<file path="src/rtl/vscale_dmem_bridge_pkg.sv">
// Shared platform constants for the data-memory bridge: memory size codes and
// the bridge FSM state encoding.
package vscale_dmem_bridge_pkg;

    localparam int MEM_TYPE_WIDTH = 3;

    localparam logic [MEM_TYPE_WIDTH-1:0] MEM_SIZE_B = 3'd0;
    localparam logic [MEM_TYPE_WIDTH-1:0] MEM_SIZE_H = 3'd1;
    localparam logic [MEM_TYPE_WIDTH-1:0] MEM_SIZE_W = 3'd2;

    typedef enum logic [1:0] {
        ST_IDLE = 2'd0,
        ST_REQ  = 2'd1,
        ST_RESP = 2'd2,
        ST_BAD  = 2'd3
    } dmem_state_t;

endpackage

</file>
<file path="src/rtl/vscale_dmem_bridge_if.sv">
// Single-outstanding request/response bus between the data bridge and memory.
// Handshake: a request transfers on a cycle with req_valid && req_ready; once
// raised, req_valid and all req_* fields hold until that cycle. A response
// transfers on any cycle with resp_valid (no back-pressure on responses).
interface vscale_dmem_bridge_if #(
    parameter int XPR_LEN = 32
);
    logic               req_valid;
    logic               req_ready;
    logic               req_wr;
    logic [XPR_LEN-1:0] req_addr;
    logic [XPR_LEN-1:0] req_wdata;
    logic [3:0]         req_wstrb;
    logic               resp_valid;
    logic [XPR_LEN-1:0] resp_rdata;
    logic               resp_err;

    modport master (
        output req_valid, req_wr, req_addr, req_wdata, req_wstrb,
        input  req_ready, resp_valid, resp_rdata, resp_err
    );

    modport slave (
        input  req_valid, req_wr, req_addr, req_wdata, req_wstrb,
        output req_ready, resp_valid, resp_rdata, resp_err
    );
endinterface

</file>
<file path="src/rtl/vscale_dmem_align.sv">
// Byte-lane strobe and alignment check for a single memory access; purely
// combinational so the fetch-side bridge can reuse it.
module vscale_dmem_align
    import vscale_dmem_bridge_pkg::*;
(
    input  logic [1:0]                addr,
    input  logic [MEM_TYPE_WIDTH-1:0] size,
    input  logic                      wen,
    output logic [3:0]                wstrb,
    output logic                      illegal
);

    always_comb begin
        wstrb   = 4'b0000;
        illegal = 1'b0;
        case (size)
            MEM_SIZE_B: begin
                if (wen) wstrb = 4'b0001 << addr;
            end
            MEM_SIZE_H: begin
                illegal = addr[0];
                if (wen) wstrb = 4'b0011 << {addr[1], 1'b0};
            end
            MEM_SIZE_W: begin
                illegal = |addr;
                if (wen) wstrb = 4'b1111;
            end
            default: illegal = 1'b1;
        endcase
    end

endmodule

</file>
<file path="src/rtl/vscale_dmem_bridge.sv">
// Converts the pipeline's two-phase data-memory port into single-outstanding
// valid/ready bus transactions, stalling the pipeline until the response.
module vscale_dmem_bridge
    import vscale_dmem_bridge_pkg::*;
#(
    parameter int XPR_LEN = 32
) (
    input  logic                      clk,
    input  logic                      reset_n,
    input  logic                      dmem_en,
    input  logic                      dmem_wen,
    input  logic [MEM_TYPE_WIDTH-1:0] dmem_size,
    input  logic [XPR_LEN-1:0]        dmem_addr,
    input  logic [XPR_LEN-1:0]        dmem_wdata_delayed,
    output logic [XPR_LEN-1:0]        dmem_rdata,
    output logic                      dmem_wait,
    output logic                      dmem_badmem_e,
    vscale_dmem_bridge_if.master      bus,
    output dmem_state_t               dbg_state
);

    dmem_state_t          state_q, state_d;
    logic                 wen_q;
    logic [XPR_LEN-1:2]   addr_q;
    logic [3:0]           wstrb_q;
    logic [3:0]           align_wstrb;
    logic                 align_illegal;
    logic                 completing;
    logic                 capture;

    // Strobes are derived at capture time and registered, which is identical
    // to decoding them from the registered addr/size.
    vscale_dmem_align u_align (
        .addr    (dmem_addr[1:0]),
        .size    (dmem_size),
        .wen     (dmem_wen),
        .wstrb   (align_wstrb),
        .illegal (align_illegal)
    );

    always_ff @(posedge clk) begin
        if (!reset_n) begin
            state_q <= ST_IDLE;
            wen_q   <= 1'b0;
            addr_q  <= '0;
            wstrb_q <= 4'b0000;
        end else begin
            state_q <= state_d;
            if (capture) begin
                wen_q   <= dmem_wen;
                addr_q  <= dmem_addr[XPR_LEN-1:2];
                wstrb_q <= align_wstrb;
            end
        end
    end

    always_comb begin
        state_d       = state_q;
        dmem_wait     = 1'b0;
        dmem_rdata    = '0;
        dmem_badmem_e = 1'b0;
        completing    = 1'b0;
        capture       = 1'b0;
        case (state_q)
            ST_IDLE: completing = 1'b1;
            ST_REQ: begin
                dmem_wait = 1'b1;
                if (bus.req_ready) state_d = ST_RESP;
            end
            ST_RESP: begin
                dmem_wait = !bus.resp_valid;
                if (bus.resp_valid) begin
                    completing    = 1'b1;
                    dmem_rdata    = bus.resp_rdata;
                    dmem_badmem_e = bus.resp_err;
                    state_d       = ST_IDLE;
                end
            end
            ST_BAD: begin
                completing    = 1'b1;
                dmem_badmem_e = 1'b1;
                state_d       = ST_IDLE;
            end
            default: state_d = ST_IDLE;
        endcase
        // A new address phase overlaps the completing data phase: no bubble.
        if (completing && dmem_en) begin
            capture = 1'b1;
            state_d = align_illegal ? ST_BAD : ST_REQ;
        end
    end

    assign bus.req_valid = (state_q == ST_REQ);
    assign bus.req_wr    = wen_q;
    assign bus.req_addr  = {addr_q, 2'b00};
    assign bus.req_wdata = dmem_wdata_delayed;
    assign bus.req_wstrb = wstrb_q;
    assign dbg_state     = state_q;

endmodule

</file>
<file path="src/flat_wrapper.sv">
// flat-port wrapper written by rule: the top's interface ports become plain ports
module vscale_dmem_bridge_flat import vscale_dmem_bridge_pkg::*;
#(
    parameter int XPR_LEN = 32
)
  (clk, reset_n, dmem_en, dmem_wen, dmem_size, dmem_addr, dmem_wdata_delayed, dmem_rdata, dmem_wait, dmem_badmem_e, dbg_state, bus_req_valid, bus_req_wr, bus_req_addr, bus_req_wdata, bus_req_wstrb, bus_req_ready, bus_resp_valid, bus_resp_rdata, bus_resp_err);
  vscale_dmem_bridge_if #(.XPR_LEN(XPR_LEN)) bus_i ();
  input  logic clk;
  input  logic reset_n;
  input  logic dmem_en;
  input  logic dmem_wen;
  input  logic [MEM_TYPE_WIDTH-1:0] dmem_size;
  input  logic [XPR_LEN-1:0] dmem_addr;
  input  logic [XPR_LEN-1:0] dmem_wdata_delayed;
  output logic [XPR_LEN-1:0] dmem_rdata;
  output logic dmem_wait;
  output logic dmem_badmem_e;
  output dmem_state_t dbg_state;
  output wire logic [$bits(bus_i.req_valid)-1:0] bus_req_valid;
  output wire logic [$bits(bus_i.req_wr)-1:0] bus_req_wr;
  output wire logic [$bits(bus_i.req_addr)-1:0] bus_req_addr;
  output wire logic [$bits(bus_i.req_wdata)-1:0] bus_req_wdata;
  output wire logic [$bits(bus_i.req_wstrb)-1:0] bus_req_wstrb;
  input wire logic [$bits(bus_i.req_ready)-1:0] bus_req_ready;
  input wire logic [$bits(bus_i.resp_valid)-1:0] bus_resp_valid;
  input wire logic [$bits(bus_i.resp_rdata)-1:0] bus_resp_rdata;
  input wire logic [$bits(bus_i.resp_err)-1:0] bus_resp_err;
  assign bus_req_valid = bus_i.req_valid;
  assign bus_req_wr = bus_i.req_wr;
  assign bus_req_addr = bus_i.req_addr;
  assign bus_req_wdata = bus_i.req_wdata;
  assign bus_req_wstrb = bus_i.req_wstrb;
  assign bus_i.req_ready = bus_req_ready;
  assign bus_i.resp_valid = bus_resp_valid;
  assign bus_i.resp_rdata = bus_resp_rdata;
  assign bus_i.resp_err = bus_resp_err;
  vscale_dmem_bridge #(.XPR_LEN(XPR_LEN)) u_core (.clk(clk), .reset_n(reset_n), .dmem_en(dmem_en), .dmem_wen(dmem_wen), .dmem_size(dmem_size), .dmem_addr(dmem_addr), .dmem_wdata_delayed(dmem_wdata_delayed), .dmem_rdata(dmem_rdata), .dmem_wait(dmem_wait), .dmem_badmem_e(dmem_badmem_e), .bus(bus_i), .dbg_state(dbg_state));
endmodule
</file>
<file path="config.mk">
export PLATFORM = sky130hd
export DESIGN_NAME = vscale_dmem_bridge_flat
export DESIGN_NICKNAME = d
export VERILOG_FILES = /design/src/rtl/vscale_dmem_bridge_pkg.sv /design/src/rtl/vscale_dmem_bridge_if.sv /design/src/rtl/vscale_dmem_align.sv /design/src/rtl/vscale_dmem_bridge.sv /design/src/flat_wrapper.sv
export SDC_FILE = /design/constraint.sdc
export NUM_CORES = 1
export LEC_CHECK = 0
export BUFFER_PORTS_ARGS = -buffer_cell sky130_fd_sc_hd__buf_2
export CORE_AREA = 2 2 83 85
export CTS_CLUSTER_SIZE = 28
export DETAILED_ROUTE_END_ITERATION = 7
export DIE_AREA = 0 0 85 87
export PLACE_DENSITY = 0.78
export SYNTH_ARGS = -nofsm -noshare
export SYNTH_HDL_FRONTEND = slang
export SYNTH_HIERARCHICAL = 1
export SYNTH_SLANG_ARGS = --single-unit
</file>
<file path="constraint.sdc">
create_clock -name clk -period 1.7 [get_ports clk]
set_input_delay 0.17 -clock clk [delete_from_list [all_inputs] [get_ports clk]]
set_output_delay 0.17 -clock clk [all_outputs]
set_load 0.1 [all_outputs]
</file>
==> impl_metrics.json <==
{
  "drv_cap": 0,
  "place_area_um2": 3340,
  "vias_per_cell": 5.09,
  "area_growth_pct": 56.1,
  "setup_tns_ps": 0,
  "rows": 30,
  "cts.clk_slew.worst_paths_ps": 80,
  "fin_crit_sh_pct": 96.8,
  "vias": 2323,
  "outcome": "finished clean",
  "fin_area_um2": 3450,
  "max-clock-path-buffers": 2,
  "fin_worst_skew_ps": 6.49,
  "drive_above_1_share_pct": 53.7,
  "rrSetupSlack_ps": 160,
  "start_util_pct": 33.6,
  "grt_pass1_wl_mm": 10.2,
  "syn_avg_cell_area_um2": 8.00,
  "root_buffer": "clkbuf_8",
  "dr.pass1.iters": 4,
  "core_um2": 6570,
  "mostFrequentLayoutCells": "buf_2 (111), buf_12 (37), o21ai_0 (37)",
  "p_leak_nw": 1.61,
  "grt_pass1_vias": 2168,
  "ys_seq_elements": 37,
  "cp_data_arrival_time_ps": 1480,
  "synth.distinct_cells": 30,
  "worstReg2RegStart": "u_core/dbg_state[1]",
  "wire_per_inst_um": 15.0,
  "wl_mm": 6.83,
  "cpMaxStageDelayCell": "dfxtp_4",
  "io_pins": 212,
  "cpMostUsedCell": "buf_12",
  "setup_violations": 0,
  "clkSinkCount": 37,
  "synth.cell_area_um2": 2210,
  "hold_path_depth": 3,
  "h-tree-depth": 2,
  "fin_hold_ws_ps": 131,
  "post-dp-hpwl_mm": 5.08,
  "cp-end-kind": "output pin",
  "die_w_um": 85,
  "min_path_type": "input pin to register",
  "ant_nets": 0,
  "antenna_cells": 0,
  "io_buffers": 145,
  "drt_iter0_drc": 98,
  "peakVddDrop_v": 0.00135,
  "critPathRequiredTime_ps": 1530,
  "r2r-end": "u_core/addr_q[16]",
  "cp_cell_sequence": "inv_2 > ha_4 > buf_12 > and3_2 > buf_12",
  "critPathKind": "register to output pin",
  "numCtsBuffers": 5,
  "fp.dieArea_um2": 7400,
  "r2r_cells": 6,
  "fin_nets": 486,
  "antenna_found_initial": 0,
  "final_common_cell": "buf_2",
  "final.min_clock_period_ps": 1650,
  "grt_overflow": 0,
  "ys_seq_area_share_pct": 33.5,
  "hp-start": "dmem_addr[28]",
  "globalplace.congestion": 0.780,
  "p_total_mw": 6.51,
  "ctsHoldBuffers": 0,
  "whs_endpoint": "u_core/addr_q[28]",
  "powerDensity_nw_per_um2": 1890,
  "nFillCells": 616,
  "slew_headroom_pct": 63.4,
  "max_clock_freq_ghz": 0.607,
  "drc": 0,
  "drv_slew": 0,
  "cp_max_fo": 33,
  "slowest_delay_ps": 370,
  "critPathLaunchType": "register",
  "synth_warnings": 6,
  "synthCells": 276,
  "postCtsSetupBuffers": 0,
  "cts_resized": 0,
  "grt_max_degree": 38,
  "dieHeight_um": 87,
  "clkLatencyLatePin_ps": 280,
  "worst_slew_pin_slew_ps": 549,
  "hold_viol_final": 0,
  "tritoncts": "built",
  "grtUsageTotal_pct": 17.1,
  "rsz0062_at_grt": "yes"
}
==> kinds of logic after synthesis <==
logic type               synth area share (%)
AO/OA/AOI/OAI                            24.6
buffers and inverters                    18.9
other                                   0.170
adder cells (fa/ha/maj)                  2.27
flip-flops                               33.5
AND/OR/NAND/NOR                          20.5
==> critical path: cells and delay by family, from the launching register on <==
family	cells	cell delay [ps]
adder cells (fa/ha/maj)	1	170
buffers and inverters	3	420
flip-flops	1	370
AND/OR/NAND/NOR	1	230
==> synthesized netlist by cell type, drive strengths merged <==
library cell	count	area, um2
a21boi	36	270
a21o	1	7.51
a21oi	7	38.8
a31o	1	8.76
a31oi	1	6.26
and3	32	200
buf	49	355
clkbuf	12	46.3
conb	1	3.75
dfxtp	37	741
ha	4	50.1
inv	4	15.0
nand2	2	7.51
nand2b	2	12.5
nand3	35	175
nand3b	1	7.51
nor2	4	15.0
nor2b	3	18.8
nor3	2	10.0
o21ai	38	190
o21bai	1	7.51
o31ai	2	15.0
or3	1	6.26
==> state kept, by name (all words and copies together), names as in the netlist <==
| signal | count |
|---|---|
| u_core/addr_q | 30 |
| u_core/bus.req_wr | 1 |
| u_core/bus.req_wstrb | 4 |
| u_core/dbg_state | 2 |
==> through the flow <==
stage / utilization, % / worst slack [ps] / cells
after floorplan: - / -76.0 / 277
after global placement: 50.8 / 240 / 449
after detailed placement: 50.8 / 163 / 449
after CTS: 52.2 / 36.9 / 456
after global routing: 52.5 / -13.9 / 456
final: 52.5 / 53.6 / 456
==> worst max path at each step <==
stage | cells after the start | startpoint | slack, ps | to
after global routing | 6 | u_core/dbg_state[0] | -10 | dmem_wait
after floorplan | 4 | u_core/dbg_state[1] | -80 | dmem_badmem_e
final | 5 | u_core/dbg_state[0] | 50 | dmem_rdata[22]
after global placement | 6 | u_core/dbg_state[0] | 240 | u_core/dbg_state[1]
after detailed placement | 6 | u_core/dbg_state[1] | 160 | u_core/addr_q[15]
after CTS | 5 | u_core/dbg_state[0] | 40 | dmem_rdata[28]
==> layout make-up <==
type / count / area, um2 / share of cell area, %
flip-flops and latches: 37 / 748 / 21.7
multi-input cells: 175 / 1160 / 33.7
inverters: 4 / 15.0 / 0.435
clock buffers: 6 / 82.6 / 2.39
well taps: 80 / 100 / 2.90
repair buffers: 153 / 1330 / 38.7
clock inverters: 1 / 6.26 / 0.181
==> per-layer routing <==
metal	wire, um	global-route usage, %
met5	0	0
met3	452	4.64
met1	2740	20.1
met4	120	5.77
met2	3520	30.0
==> where the power goes <==
part | total (mW) | switching [mW] | internal [mW]
clock | 0.626 | 0.304 | 0.322
sequential | 1.22 | 0.125 | 1.10
combinational | 4.66 | 3.50 | 1.16
total | 6.51 | 3.93 | 2.58
Power figures use the tool's default switching activity.
